===== config.mk =====
export PLATFORM = sky130hd
export DESIGN_NAME = resumption_ctx_scheduler_flat
export DESIGN_NICKNAME = d
export VERILOG_FILES = /design/src/rtl/resumption_ctx_scheduler_if.sv /design/src/rtl/resumption_ctx_scheduler.sv /design/src/flat_wrapper.sv
export SDC_FILE = /design/constraint.sdc
export NUM_CORES = 1
export LEC_CHECK = 0
export BUFFER_PORTS_ARGS = -buffer_cell sky130_fd_sc_hd__buf_4
export CAP_MARGIN = 20
export CORE_AREA = 2 2 42 82
export DETAILED_ROUTE_END_ITERATION = 12
export DIE_AREA = 0 0 44 84
export PLACE_DENSITY_LB_ADDON = 0.3
export SLEW_MARGIN = 20
export SYNTH_ARGS = -nofsm -noshare
export SYNTH_HDL_FRONTEND = slang
export SYNTH_SLANG_ARGS = --single-unit

===== constraint.sdc =====
create_clock -name clk -period 2.72 [get_ports clk]
set_input_delay 0.272 -clock clk [delete_from_list [all_inputs] [get_ports clk]]
set_output_delay 0.272 -clock clk [all_outputs]
set_load 0.03 [all_outputs]

===== src/rtl/resumption_ctx_scheduler_if.sv =====
// Purpose: bundles the requester, step-function and result signals of resumption_ctx_scheduler.
// Latency: none; wires only.
// Backpressure: none; the ack vector is the only flow control (one grant per cycle, no stall).
//
// Signals (direction as seen from the scheduler, i.e. the slave modport):
//   req        in   N       requester i wants one step this cycle
//   req_in     in   N*IW    input for requester i in bits [i*IW +: IW]
//   restart    in   N       reload context i with RESET_STATE and clear halted[i]
//   ack        out  N       one-hot grant for this cycle (combinational)
//   step_state out  SW      context presented to the step function
//   step_in    out  IW      input presented to the step function
//   step_cont  in   1       step function continue bit (0 = resumption finished)
//   step_out   in   OW      step function output
//   step_next  in   SW      step function next context
//   out_valid  out  1       registered result of the previous cycle's step is valid
//   out_id     out  IDW     requester id of the result
//   out_data   out  OW      step output of the result
//   out_halt   out  1       result was the final step of that resumption
//   halted     out  N       per-context finished flags
interface resumption_ctx_scheduler_if #(
   parameter int N  = 4,
   parameter int IW = 1,
   parameter int OW = 1,
   parameter int SW = 2
);
   localparam int IDW = $clog2(N);

   logic [N-1:0]    req;
   logic [N*IW-1:0] req_in;
   logic [N-1:0]    restart;
   logic [N-1:0]    ack;
   logic [SW-1:0]   step_state;
   logic [IW-1:0]   step_in;
   logic            step_cont;
   logic [OW-1:0]   step_out;
   logic [SW-1:0]   step_next;
   logic            out_valid;
   logic [IDW-1:0]  out_id;
   logic [OW-1:0]   out_data;
   logic            out_halt;
   logic [N-1:0]    halted;

   // Requesters plus the step function, seen from outside the scheduler.
   modport master (
      output req, req_in, restart, step_cont, step_out, step_next,
      input  ack, step_state, step_in, out_valid, out_id, out_data, out_halt, halted
   );

   // The scheduler itself.
   modport slave (
      input  req, req_in, restart, step_cont, step_out, step_next,
      output ack, step_state, step_in, out_valid, out_id, out_data, out_halt, halted
   );
endinterface


===== src/rtl/resumption_ctx_scheduler.sv =====
// Purpose: time-multiplexes one combinational resumption step function among N requesters, round-robin.
// Latency: ack and step_state/step_in in cycle t; tagged result on out_* in cycle t+1.
// Backpressure: none; one step per cycle total, un-acked requesters simply retry next cycle.
//
// Ports:
//   clk   in  rising-edge clock
//   rst   in  asynchronous active-high reset
//   bus   slave modport of resumption_ctx_scheduler_if (requests, step-function link, results)
module resumption_ctx_scheduler #(
   parameter int            N           = 4,
   parameter int            IW          = 1,
   parameter int            OW          = 1,
   parameter int            SW          = 2,
   parameter logic [SW-1:0] RESET_STATE = '0
) (
   input  logic                      clk,
   input  logic                      rst,
   resumption_ctx_scheduler_if.slave bus
);
   localparam int IDW = $clog2(N);

   // Saved contexts and flags.
   logic [SW-1:0]  ctx_q [N];
   logic [SW-1:0]  ctx_d [N];
   logic [N-1:0]   halted_q, halted_d;
   logic [IDW-1:0] rr_ptr_q, rr_ptr_d;

   // Result register.
   logic           out_valid_q, out_valid_d;
   logic [IDW-1:0] out_id_q, out_id_d;
   logic [OW-1:0]  out_data_q, out_data_d;
   logic           out_halt_q, out_halt_d;

   // Arbitration.
   logic [N-1:0]   elig;
   logic           gnt_vld;
   logic [IDW-1:0] gnt_id;
   int             arb_idx;

   // Combinational outputs toward the step function.
   logic [N-1:0]   ack_w;
   logic [SW-1:0]  step_state_w;
   logic [IW-1:0]  step_in_w;

   // A context being restarted is kept out of arbitration, so its restart
   // write and a step write-back can never land on the same flop.
   always_comb begin
      elig    = bus.req & ~halted_q & ~bus.restart;
      gnt_vld = 1'b0;
      gnt_id  = '0;
      arb_idx = 0;
      for (int k = 0; k < N; k++) begin
         arb_idx = int'(rr_ptr_q) + k;
         if (arb_idx >= N) begin
            arb_idx = arb_idx - N;
         end
         if (!gnt_vld && elig[arb_idx[IDW-1:0]]) begin
            gnt_vld = 1'b1;
            gnt_id  = arb_idx[IDW-1:0];
         end
      end
      // Grant outputs must read zero while reset is held, not only after it.
      if (rst) begin
         gnt_vld = 1'b0;
      end
   end

   // Mux the granted context and input out to the step function; zeros when idle.
   always_comb begin
      ack_w        = '0;
      step_state_w = '0;
      step_in_w    = '0;
      for (int i = 0; i < N; i++) begin
         if (gnt_vld && (gnt_id == IDW'(i))) begin
            ack_w[i]     = 1'b1;
            step_state_w = ctx_q[i];
            step_in_w    = bus.req_in[i*IW +: IW];
         end
      end
   end

   // Next-state: restart wins over nothing (they are disjoint), step write-back otherwise.
   always_comb begin
      halted_d = halted_q;
      for (int i = 0; i < N; i++) begin
         ctx_d[i] = ctx_q[i];
         if (bus.restart[i]) begin
            ctx_d[i]    = RESET_STATE;
            halted_d[i] = 1'b0;
         end else if (ack_w[i]) begin
            ctx_d[i]    = bus.step_next;
            halted_d[i] = ~bus.step_cont;
         end
      end

      out_valid_d = gnt_vld;
      out_id_d    = out_id_q;
      out_data_d  = out_data_q;
      out_halt_d  = out_halt_q;
      rr_ptr_d    = rr_ptr_q;
      if (gnt_vld) begin
         out_id_d   = gnt_id;
         out_data_d = bus.step_out;
         out_halt_d = ~bus.step_cont;
         // Pointer moves past the winner only when something was granted.
         rr_ptr_d   = (gnt_id == IDW'(N - 1)) ? '0 : gnt_id + 1'b1;
      end
   end

   always_ff @(posedge clk or posedge rst) begin
      if (rst) begin
         for (int i = 0; i < N; i++) begin
            ctx_q[i] <= RESET_STATE;
         end
         halted_q    <= '0;
         rr_ptr_q    <= '0;
         out_valid_q <= 1'b0;
         out_id_q    <= '0;
         out_data_q  <= '0;
         out_halt_q  <= 1'b0;
      end else begin
         for (int i = 0; i < N; i++) begin
            ctx_q[i] <= ctx_d[i];
         end
         halted_q    <= halted_d;
         rr_ptr_q    <= rr_ptr_d;
         out_valid_q <= out_valid_d;
         out_id_q    <= out_id_d;
         out_data_q  <= out_data_d;
         out_halt_q  <= out_halt_d;
      end
   end

   assign bus.ack        = ack_w;
   assign bus.step_state = step_state_w;
   assign bus.step_in    = step_in_w;
   assign bus.out_valid  = out_valid_q;
   assign bus.out_id     = out_id_q;
   assign bus.out_data   = out_data_q;
   assign bus.out_halt   = out_halt_q;
   assign bus.halted     = halted_q;

   // At most one grant, and never to a finished or restarting context.
   a_ack_onehot0 : assert property (@(posedge clk) disable iff (rst) $onehot0(ack_w));
   a_ack_not_halted : assert property (@(posedge clk) disable iff (rst) (ack_w & halted_q) == '0);
   a_ack_not_restart : assert property (@(posedge clk) disable iff (rst) (ack_w & bus.restart) == '0);

endmodule


===== src/flat_wrapper.sv =====
// flat-port wrapper written by rule: the top's interface ports become plain ports
module resumption_ctx_scheduler_flat 
#(
   parameter int            N           = 4,
   parameter int            IW          = 1,
   parameter int            OW          = 1,
   parameter int            SW          = 2,
   parameter logic [SW-1:0] RESET_STATE = '0
)
  (clk, rst, bus_req, bus_req_in, bus_restart, bus_step_cont, bus_step_out, bus_step_next, bus_ack, bus_step_state, bus_step_in, bus_out_valid, bus_out_id, bus_out_data, bus_out_halt, bus_halted);
  resumption_ctx_scheduler_if #(.N(N), .IW(IW), .OW(OW), .SW(SW)) bus_i ();
  input  logic clk;
  input  logic rst;
  input wire logic [$bits(bus_i.req)-1:0] bus_req;
  input wire logic [$bits(bus_i.req_in)-1:0] bus_req_in;
  input wire logic [$bits(bus_i.restart)-1:0] bus_restart;
  input wire logic [$bits(bus_i.step_cont)-1:0] bus_step_cont;
  input wire logic [$bits(bus_i.step_out)-1:0] bus_step_out;
  input wire logic [$bits(bus_i.step_next)-1:0] bus_step_next;
  output wire logic [$bits(bus_i.ack)-1:0] bus_ack;
  output wire logic [$bits(bus_i.step_state)-1:0] bus_step_state;
  output wire logic [$bits(bus_i.step_in)-1:0] bus_step_in;
  output wire logic [$bits(bus_i.out_valid)-1:0] bus_out_valid;
  output wire logic [$bits(bus_i.out_id)-1:0] bus_out_id;
  output wire logic [$bits(bus_i.out_data)-1:0] bus_out_data;
  output wire logic [$bits(bus_i.out_halt)-1:0] bus_out_halt;
  output wire logic [$bits(bus_i.halted)-1:0] bus_halted;
  assign bus_i.req = bus_req;
  assign bus_i.req_in = bus_req_in;
  assign bus_i.restart = bus_restart;
  assign bus_i.step_cont = bus_step_cont;
  assign bus_i.step_out = bus_step_out;
  assign bus_i.step_next = bus_step_next;
  assign bus_ack = bus_i.ack;
  assign bus_step_state = bus_i.step_state;
  assign bus_step_in = bus_i.step_in;
  assign bus_out_valid = bus_i.out_valid;
  assign bus_out_id = bus_i.out_id;
  assign bus_out_data = bus_i.out_data;
  assign bus_out_halt = bus_i.out_halt;
  assign bus_halted = bus_i.halted;
  resumption_ctx_scheduler #(.N(N), .IW(IW), .OW(OW), .SW(SW), .RESET_STATE(RESET_STATE)) u_core (.clk(clk), .rst(rst), .bus(bus_i));
endmodule

==> results of run 1 <==
-- tightest hold or removal path, delay by kind of cell --
| kind | cells | cell delay [ns] |
|---|---|---|
| buf+inv | 3 | 0.55 |
-- cells by family (layout without fill, tap and decap cells) --
family | after synthesis | after routing | share of synthesized area, %
adders and majority gates | 4 | 4 | 4.29
and+or+nand+nor | 34 | 34 | 19.1
muxes | 8 | 8 | 6.86
buffers and inverters | 14 | 67 | 4.72
AOI/OAI and AO/OA | 36 | 36 | 24.3
DFF | 19 | 19 | 40.7
-- flip-flops by register name (all words and copies together), names as in the netlist --
signal	cells
u_core.bus.out_data	1
u_core.rr_ptr_q	2
u_core.ctx_q	8
u_core.bus.halted	4
u_core.bus.out_id	2
u_core.bus.out_valid	1
u_core.bus.out_halt	1
-- layout make-up --
| class | instances | area [µm²] | area share (%) |
|---|---|---|---|
| Sequential cell | 19 | 478 | 26.2 |
| Multi-Input combinational cell | 82 | 807 | 44.3 |
| Clock buffer | 4 | 45.0 | 2.47 |
| Tap cell | 31 | 38.8 | 2.13 |
| Timing Repair Buffer | 51 | 405 | 22.3 |
| Inverter | 12 | 47.5 | 2.61 |
-- power groups by stage --
stage	Clock, W	Combinational [W]	Sequential, W
6_report	0.000202	0.000580	0.000371
3_5_place_dp	0	0.000447	0.000362
2_1_floorplan	0	0.000237	0.000400
5_1_grt	0.000214	0.000618	0.000376
4_1_cts	0.000206	0.000489	0.000364
3_3_place_gp	0	0.000439	0.000360
-- routing by layer --
metal / routed length, µm / track usage (%) / vias to the layer above
met5: 0 / 0 / -
met4: 152 / 13.5 / 0
met3: 124 / 2.81 / 13
met2: 2100 / 34.4 / 38
met1: 1200 / 20.6 / 522
li1: - / - / 521
-- path summary, 6_finish.rpt --
check | slack, ns | start | endpoint | cells past startpoint
max | 0.03 | u_core.bus.halted[2] | bus_step_state[1] | 10
min | 0.18 | rst | u_core.ctx_q[7] | 3
max reg2reg | 0.33 | u_core.bus.halted[1] | u_core.ctx_q[1] | 11
min reg2reg | 0.48 | u_core.bus.out_data | u_core.bus.out_data | 2
max in group asynchronous | 2.31 | rst | u_core.bus.halted[1] | 3
min in group clk | 0.20 | bus_step_out | u_core.bus.out_data | 3
-- cell usage in the layout (no fill, tap or decap), types with 3 or more instances in the layout --
cell type / synthesis / routed
sky130_fd_sc_hd__mux2i_1: 8 / 8
sky130_fd_sc_hd__clkbuf_8: 0 / 3
sky130_fd_sc_hd__inv_1: 9 / 7
sky130_fd_sc_hd__a21oi_1: 9 / 8
sky130_fd_sc_hd__or3b_4: 0 / 3
sky130_fd_sc_hd__nor2_2: 0 / 3
sky130_fd_sc_hd__o21ai_1: 4 / 6
sky130_fd_sc_hd__nor2_1: 11 / 8
sky130_fd_sc_hd__o41ai_2: 4 / 3
sky130_fd_sc_hd__nand2_1: 10 / 10
sky130_fd_sc_hd__nor3b_4: 4 / 4
sky130_fd_sc_hd__buf_6: 0 / 6
sky130_fd_sc_hd__a211oi_1: 7 / 4
sky130_fd_sc_hd__inv_2: 2 / 4
sky130_fd_sc_hd__dfrtp_1: 19 / 17
sky130_fd_sc_hd__ha_4: 0 / 4
sky130_fd_sc_hd__buf_4: 0 / 45
-- stage by stage --
stage | cell area (µm²) | total power, W | utilization, % | cells
finish | 1820 | 0.00115 | 58.4 | 199
global route | 1820 | 0.00121 | 58.4 | 199
CTS | 1680 | 0.00106 | 53.8 | 193
detailed placement | 1520 | 0.000809 | 48.7 | 185
global placement | 1520 | 0.000800 | 48.7 | 185
floorplan | 1180 | 0.000637 | - | 115
-- timing repair --
action,4_1_cts,5_1_grt
endpoints found under the setup margin,7,7
pin swaps,3,13
cloned,0,0
hold buffers,0,0
resized for setup,17,24
setup buffers,4,6
==> key figures, run 1 <==
Critical path
  – Critical path peak fanout: 8
  – Largest stage delay, worst path: 0.43 ns
  – Sort of element at the end of the critical path: output pin
  – List of cells traversed by the critical path: or3b_4, a211oi_2, o31ai_2, buf_4, ha_4, a21oi_1, o21ai_2, a22oi_2, nor2_2, buf_6
  – Required arrival time at the worst endpoint: 2.45 ns
  – Critical path class: reg -> out
  – Delay-heaviest family, CP: compound AO/OA/AOI/OAI gates
  – Worst Setup Start Kind: flip-flop
  – Data arrival time of the critical path: 2.42 ns
  – Master of the slowest instance on the critical path: sky130_fd_sc_hd__or3b_4
  – Critical path buffer and inverter count: 2

Floorplanning
  – Die footprint: 0.00370 mm²
  – Site Rows: 29
  – Initial Util: 37.4%
  – Floorplan Core Area: 0.00312 mm²
  – IO Count: 34
  – DIE WIDTH: 44 µm
  – Height of the die: 84 µm

Yosys
  – Number of register bits inferred by synthesis: 19
  – Number of synthesized flops with an enable pin: 0
  – Synth cell types: 25
  – Fraction of synthesis flops using an asynchronous set or reset pin: 100%
  – Main flop type after synthesis: sky130_fd_sc_hd__dfrtp_1
  – Cell type with the largest total area after synthesis: sky130_fd_sc_hd__dfrtp_1
  – Ranking of synthesized cells by area: sky130_fd_sc_hd__dfrtp_1 (41%), sky130_fd_sc_hd__mux2i_1 (6.9%), sky130_fd_sc_hd__nor3b_4 (6.4%)
  – Synth Instances: 115
  – Average cell area after synthesis: 10.2 µm²
  – Cell area after synthesis: 0.00117 mm²
  – Area share of the largest cell type after synthesis: 40.7%
  – Syn_nets: 137
  – Leading cell type by number of instances after synthesis: sky130_fd_sc_hd__dfrtp_1
  – Ys Warns: 0
  – Top cell types by occurrence after synthesis: sky130_fd_sc_hd__dfrtp_1 (19), sky130_fd_sc_hd__nor2_1 (11), sky130_fd_sc_hd__nand2_1 (10)
  – Post-synthesis sequential area ratio: 40.7%

Clocking
  – CTS tree: built
  – Clock-pin slew on the worst setup and hold paths: 0.07 ns
  – TritonCTS Buffers: 3
  – Count of clock tree sinks: 19
  – Latest clock arrival within the worst-skew pair: 0.26 ns
  – Clock Tree Root: sky130_fd_sc_hd__clkbuf_8
  – CTS HTree Levels: 1
  – Max Root-Sink Buffers: 2

Finish
  – Antenna Diode Count: 0
  – Area grow syn2layout: 56.1%
  – Fraction of layout cells with a size suffix above 1: 55.4%
  – Count of filler cells inserted in the layout: 268
  – Net count reported at finish: 191

Route
  – DRC Markers: 0
  – DR pass1 iterations: 4
  – DR vias/cell: 5.50
  – Routed wire length per instance: 18.0 µm
  – Remaining antenna violation count: 0
  – Routed vias: 1094
  – Total Wirelength: 3580 µm
  – Detailed router's first-iteration violation count: 17

Placement
  – DP HPWL: 2490 µm
  – Last weighted congestion value of the routability-driven placer: 0.794
  – Dpl ws: -0.0188 ns
  – Buffers added on ports: 33

Pwr
  – Sequential power share: 32.2%
  – Clock network fraction of design power: 17.5%
  – Net switching power of the design: 0.000459 W
  – Combinational Power Share: 50.3%
  – Internal portion of total power: 0.000694 W
  – Static Leakage: 0.877 nW
  – Maximum vdd ir drop: 0.000417 V
  – Total power divided by cell area: 633 mW/mm²
  – Sw frac: 39.8%

STA
  – Fin. Hold Viols: 0
  – Period Utilization, post-route: 99.0%
  – Worst Skew: 0.00284 ns
  – Unrepaired setup endpoints after global routing: yes
  – Worst-Margin Slew: 0.789 ns
  – Final setup violation count: 0
  – Minimum period implied by the final worst setup slack: 2.69 ns
  – Setup TNS: 0 ns
  – Worst hold slack: 0.182 ns
  – Final Worst Setup Slack: 0.0268 ns
  – F_max: 0.371 GHz
  – Remaining max-slew budget at the tightest pin: 47.2%
  – Final Max Slew Viols: 0

GRT
  – Via count of the first global-routing pass: 1099
  – Global route overflow: 0
  – Number of antenna violations at the first check in global routing: 0
  – Combined global-route utilization of all metal layers: 19.9%
  – Pin count of the biggest net entering global routing: 20
  – First-pass GRT wire length: 5420 µm

Worst hold path
  – Min-Delay Path Class: in -> async

Status
  – Status: completed

Job
  – Number of max-capacitance violations reported: 0
Power figures use the tool's default switching activity.
==> run 2, diff against run 1 <==
==> constraint.sdc (replaced) <==
create_clock -name clk -period 3 [get_ports clk]
set_input_delay 0.3 -clock clk [delete_from_list [all_inputs] [get_ports clk]]
set_output_delay 0.3 -clock clk [all_outputs]
set_load 0.03 [all_outputs]
==> run 2 against run 1 <==
Via count fell by 2.5%. Die area stayed put. Total power shrank 20%. Largest cell class unchanged. Global-route usage is 1.1 points lower.
==> key figures, run 2 (synthesized netlist as in run 1, its figures left out) <==
Clocking
  – Count of clock tree sinks: 19 (unchanged)
  – Clock-pin slew on the worst setup and hold paths: 0.07 ns (about the same)
  – CTS Hold Bufs: 0 (unchanged)
  – TritonCTS Buffers: 3 (unchanged)
  – CTS tree: built
  – CTS HTree Levels: 1 (unchanged)
  – Clock Tree Root: sky130_fd_sc_hd__clkbuf_8
  – Latest clock arrival within the worst-skew pair: 0.26 ns (about the same)
  – Max Root-Sink Buffers: 2 (unchanged)

STA
  – Final Max Slew Viols: 0 (unchanged)
  – Worst-Margin Slew: 0.645 ns (-0.145 ns)
  – Remaining max-slew budget at the tightest pin: 56.9% (+9.7 points)
  – Final setup violation count: 0 (unchanged)
  – Worst Skew: 0.00622 ns (+0.00338 ns)
  – Unrepaired setup endpoints after global routing: yes
  – Fin. Hold Viols: 0 (unchanged)
  – Period Utilization, post-route: 94.7%
  – Minimum period implied by the final worst setup slack: 2.84 ns
  – F_max: 0.352 GHz
  – Final Worst Setup Slack: 0.158 ns (+0.132 ns)
  – Worst hold slack: 0.212 ns (+0.0305 ns)
  – Setup TNS: 0 ns (unchanged)

Finish
  – Area grow syn2layout: 37.6%
  – Filler-free cell count of the finished design: 188 (-5.5%)
  – Top reg by flops: u_core.ctx_q
  – Fraction of layout cells with a size suffix above 1: 41.4% (-14 points)
  – Antenna Diode Count: 0 (unchanged)
  – Most frequent cells in the layout: sky130_fd_sc_hd__buf_4 (40), sky130_fd_sc_hd__dfrtp_1 (18), sky130_fd_sc_hd__nor2_1 (11), sky130_fd_sc_hd__nand2_1 (10)
  – Number of flip-flops in the largest register: 8 (unchanged)
  – Most frequent standard cell in the layout excluding fill and tap cells: sky130_fd_sc_hd__buf_4
  – Net count reported at finish: 180 (-5.8%)

Critical path
  – Largest stage delay, worst path: 0.43 ns (about the same)
  – Capture instance of the worst register-to-register path: u_core.ctx_q[1]
  – Required arrival time at the worst endpoint: 2.70 ns (+0.25 ns)
  – List of cells traversed by the critical path: or3b_1, a211oi_1, o22ai_2, inv_1, ha_2, nor2b_1, o41ai_2, inv_2, buf_4
  – Critical path class: reg -> out
  – Master of the slowest instance on the critical path: sky130_fd_sc_hd__dfrtp_1
  – Worst setup slack for register-to-register paths: 0.61 ns (+0.28 ns)
  – Cells on worst reg2reg path: 9 (-2)
  – Sort of element at the end of the critical path: output pin
  – Data arrival time of the critical path: 2.54 ns (+0.12 ns)
  – Worst flop-to-flop path startpoint: u_core.bus.halted[3]
  – Critical path peak fanout: 8 (unchanged)
  – Worst Setup Start Kind: flip-flop

Placement
  – Buffers added on ports: 33 (unchanged)
  – Dpl ws: 0.0460 ns (+0.0648 ns)
  – Last weighted congestion value of the routability-driven placer: 0.808 (+1.8%)
  – Placed Cells: 178 (-3.8%)
  – DP HPWL: 2390 µm (-4.3%)

Route
  – Total Wirelength: 3230 µm (-9.7%)
  – DR vias/cell: 5.68 (+3.2%)
  – Detailed router's first-iteration violation count: 35 (+18)
  – Routed vias: 1067 (-2.5%)
  – DR pass1 iterations: 4 (unchanged)
  – Routed wire length per instance: 17.2 µm (-4.4%)
  – DRC Markers: 0 (unchanged)
  – Remaining antenna violation count: 0 (unchanged)

GRT
  – First-pass GRT wire length: 5210 µm (-3.8%)
  – Combined global-route utilization of all metal layers: 18.8% (-1.1 points)
  – Pin count of the biggest net entering global routing: 20 (unchanged)
  – Via count of the first global-routing pass: 1111 (+1.1%)
  – Global route overflow: 0 (unchanged)
  – Number of antenna violations at the first check in global routing: 0 (unchanged)

Pwr
  – Total power divided by cell area: 574 mW/mm² (-9.3%)
  – Maximum vdd ir drop: 0.000356 V (-15%)
  – Static Leakage: 0.805 nW (-8.3%)

Floorplanning
  – Initial Util: 37.4% (unchanged)
  – Die footprint: 0.00370 mm² (unchanged)
  – Height of the die: 84 µm (unchanged)
  – Floorplan Core Area: 0.00312 mm² (unchanged)
  – Site Rows: 29 (unchanged)
  – IO Count: 34 (unchanged)
  – DIE WIDTH: 44 µm (unchanged)

Status
  – Status: completed

Worst hold path
  – Min-Delay Path Class: in -> async

Job
  – Number of max-capacitance violations reported: 0 (unchanged)
run 2: worst max path at each step:
| stage | from | to | slack [ns] | depth (start not counted) |
|---|---|---|---|---|
| after floorplan | u_core.bus.halted[0] | bus_step_state[1] | 0.12 | 9 |
| after global placement | u_core.bus.halted[2] | bus_step_state[0] | 0.23 | 10 |
| after detailed placement | u_core.bus.halted[0] | bus_step_state[0] | 0.05 | 10 |
| after CTS | u_core.bus.halted[2] | bus_step_state[0] | 0.02 | 10 |
| after global routing | u_core.rr_ptr_q[0] | bus_step_state[0] | -0.02 | 10 |
| final | u_core.bus.halted[3] | bus_ack[3] | 0.16 | 9 |
run 2: through the flow:
step,instance area (µm²),utilization (%),power [W]
floorplan,1170,-,0.000571
global placement,1450,46.6,0.000691
detailed placement,1450,46.6,0.000701
CTS,1540,49.3,0.000897
global route,1610,51.5,0.000977
finish,1610,51.5,0.000923
run 2: what timing repair did:
action | CTS | global route
gates cloned | 0 | 0
gates resized for setup | 3 | 9
setup endpoints to repair | 7 | 6
endpoints found under the hold margin | 0 | 0
pin swaps | 2 | 1
setup buffers | 3 | 3
run 2: per-layer routing:
layer / part of all wire, % / GRT usage [%] / up-vias / wire [µm]
met2: 57 / 33.0 / 36 / 1860
met4: 5.0 / 12.1 / 0 / 163
met1: 34 / 19.2 / 520 / 1110
met3: 3.2 / 2.81 / 14 / 102
met5: 0 / 0 / - / 0
li1: - / - / 497 / -
run 2: cell type report:
cell class                      count  area [µm²]
Tap cell                           31        38.8
Sequential cell                    19         477
Clock buffer                        4        45.0
Multi-Input combinational cell     82         698
Fill cell                         294        1510
Inverter                           12        47.5
Timing Repair Buffer               40         300
run 2: critical path: cells and delay by family, from the launching register on:
family,cells,cell delay [ns]
buffers and inverters,3,0.38
AND/OR/NAND/NOR,2,0.60
adder cells (fa/ha/maj),1,0.27
flip-flops,1,0.43
AO/OA/AOI/OAI,3,0.60
run 2: power by group:
group	switching [W]	internal, W	leakage, nW
Sequential	0.0000418	0.000293	0.249
Clock	0.0000874	0.0000945	0.0228
Combinational	0.000238	0.000168	0.533
Total	0.000367	0.000556	0.805
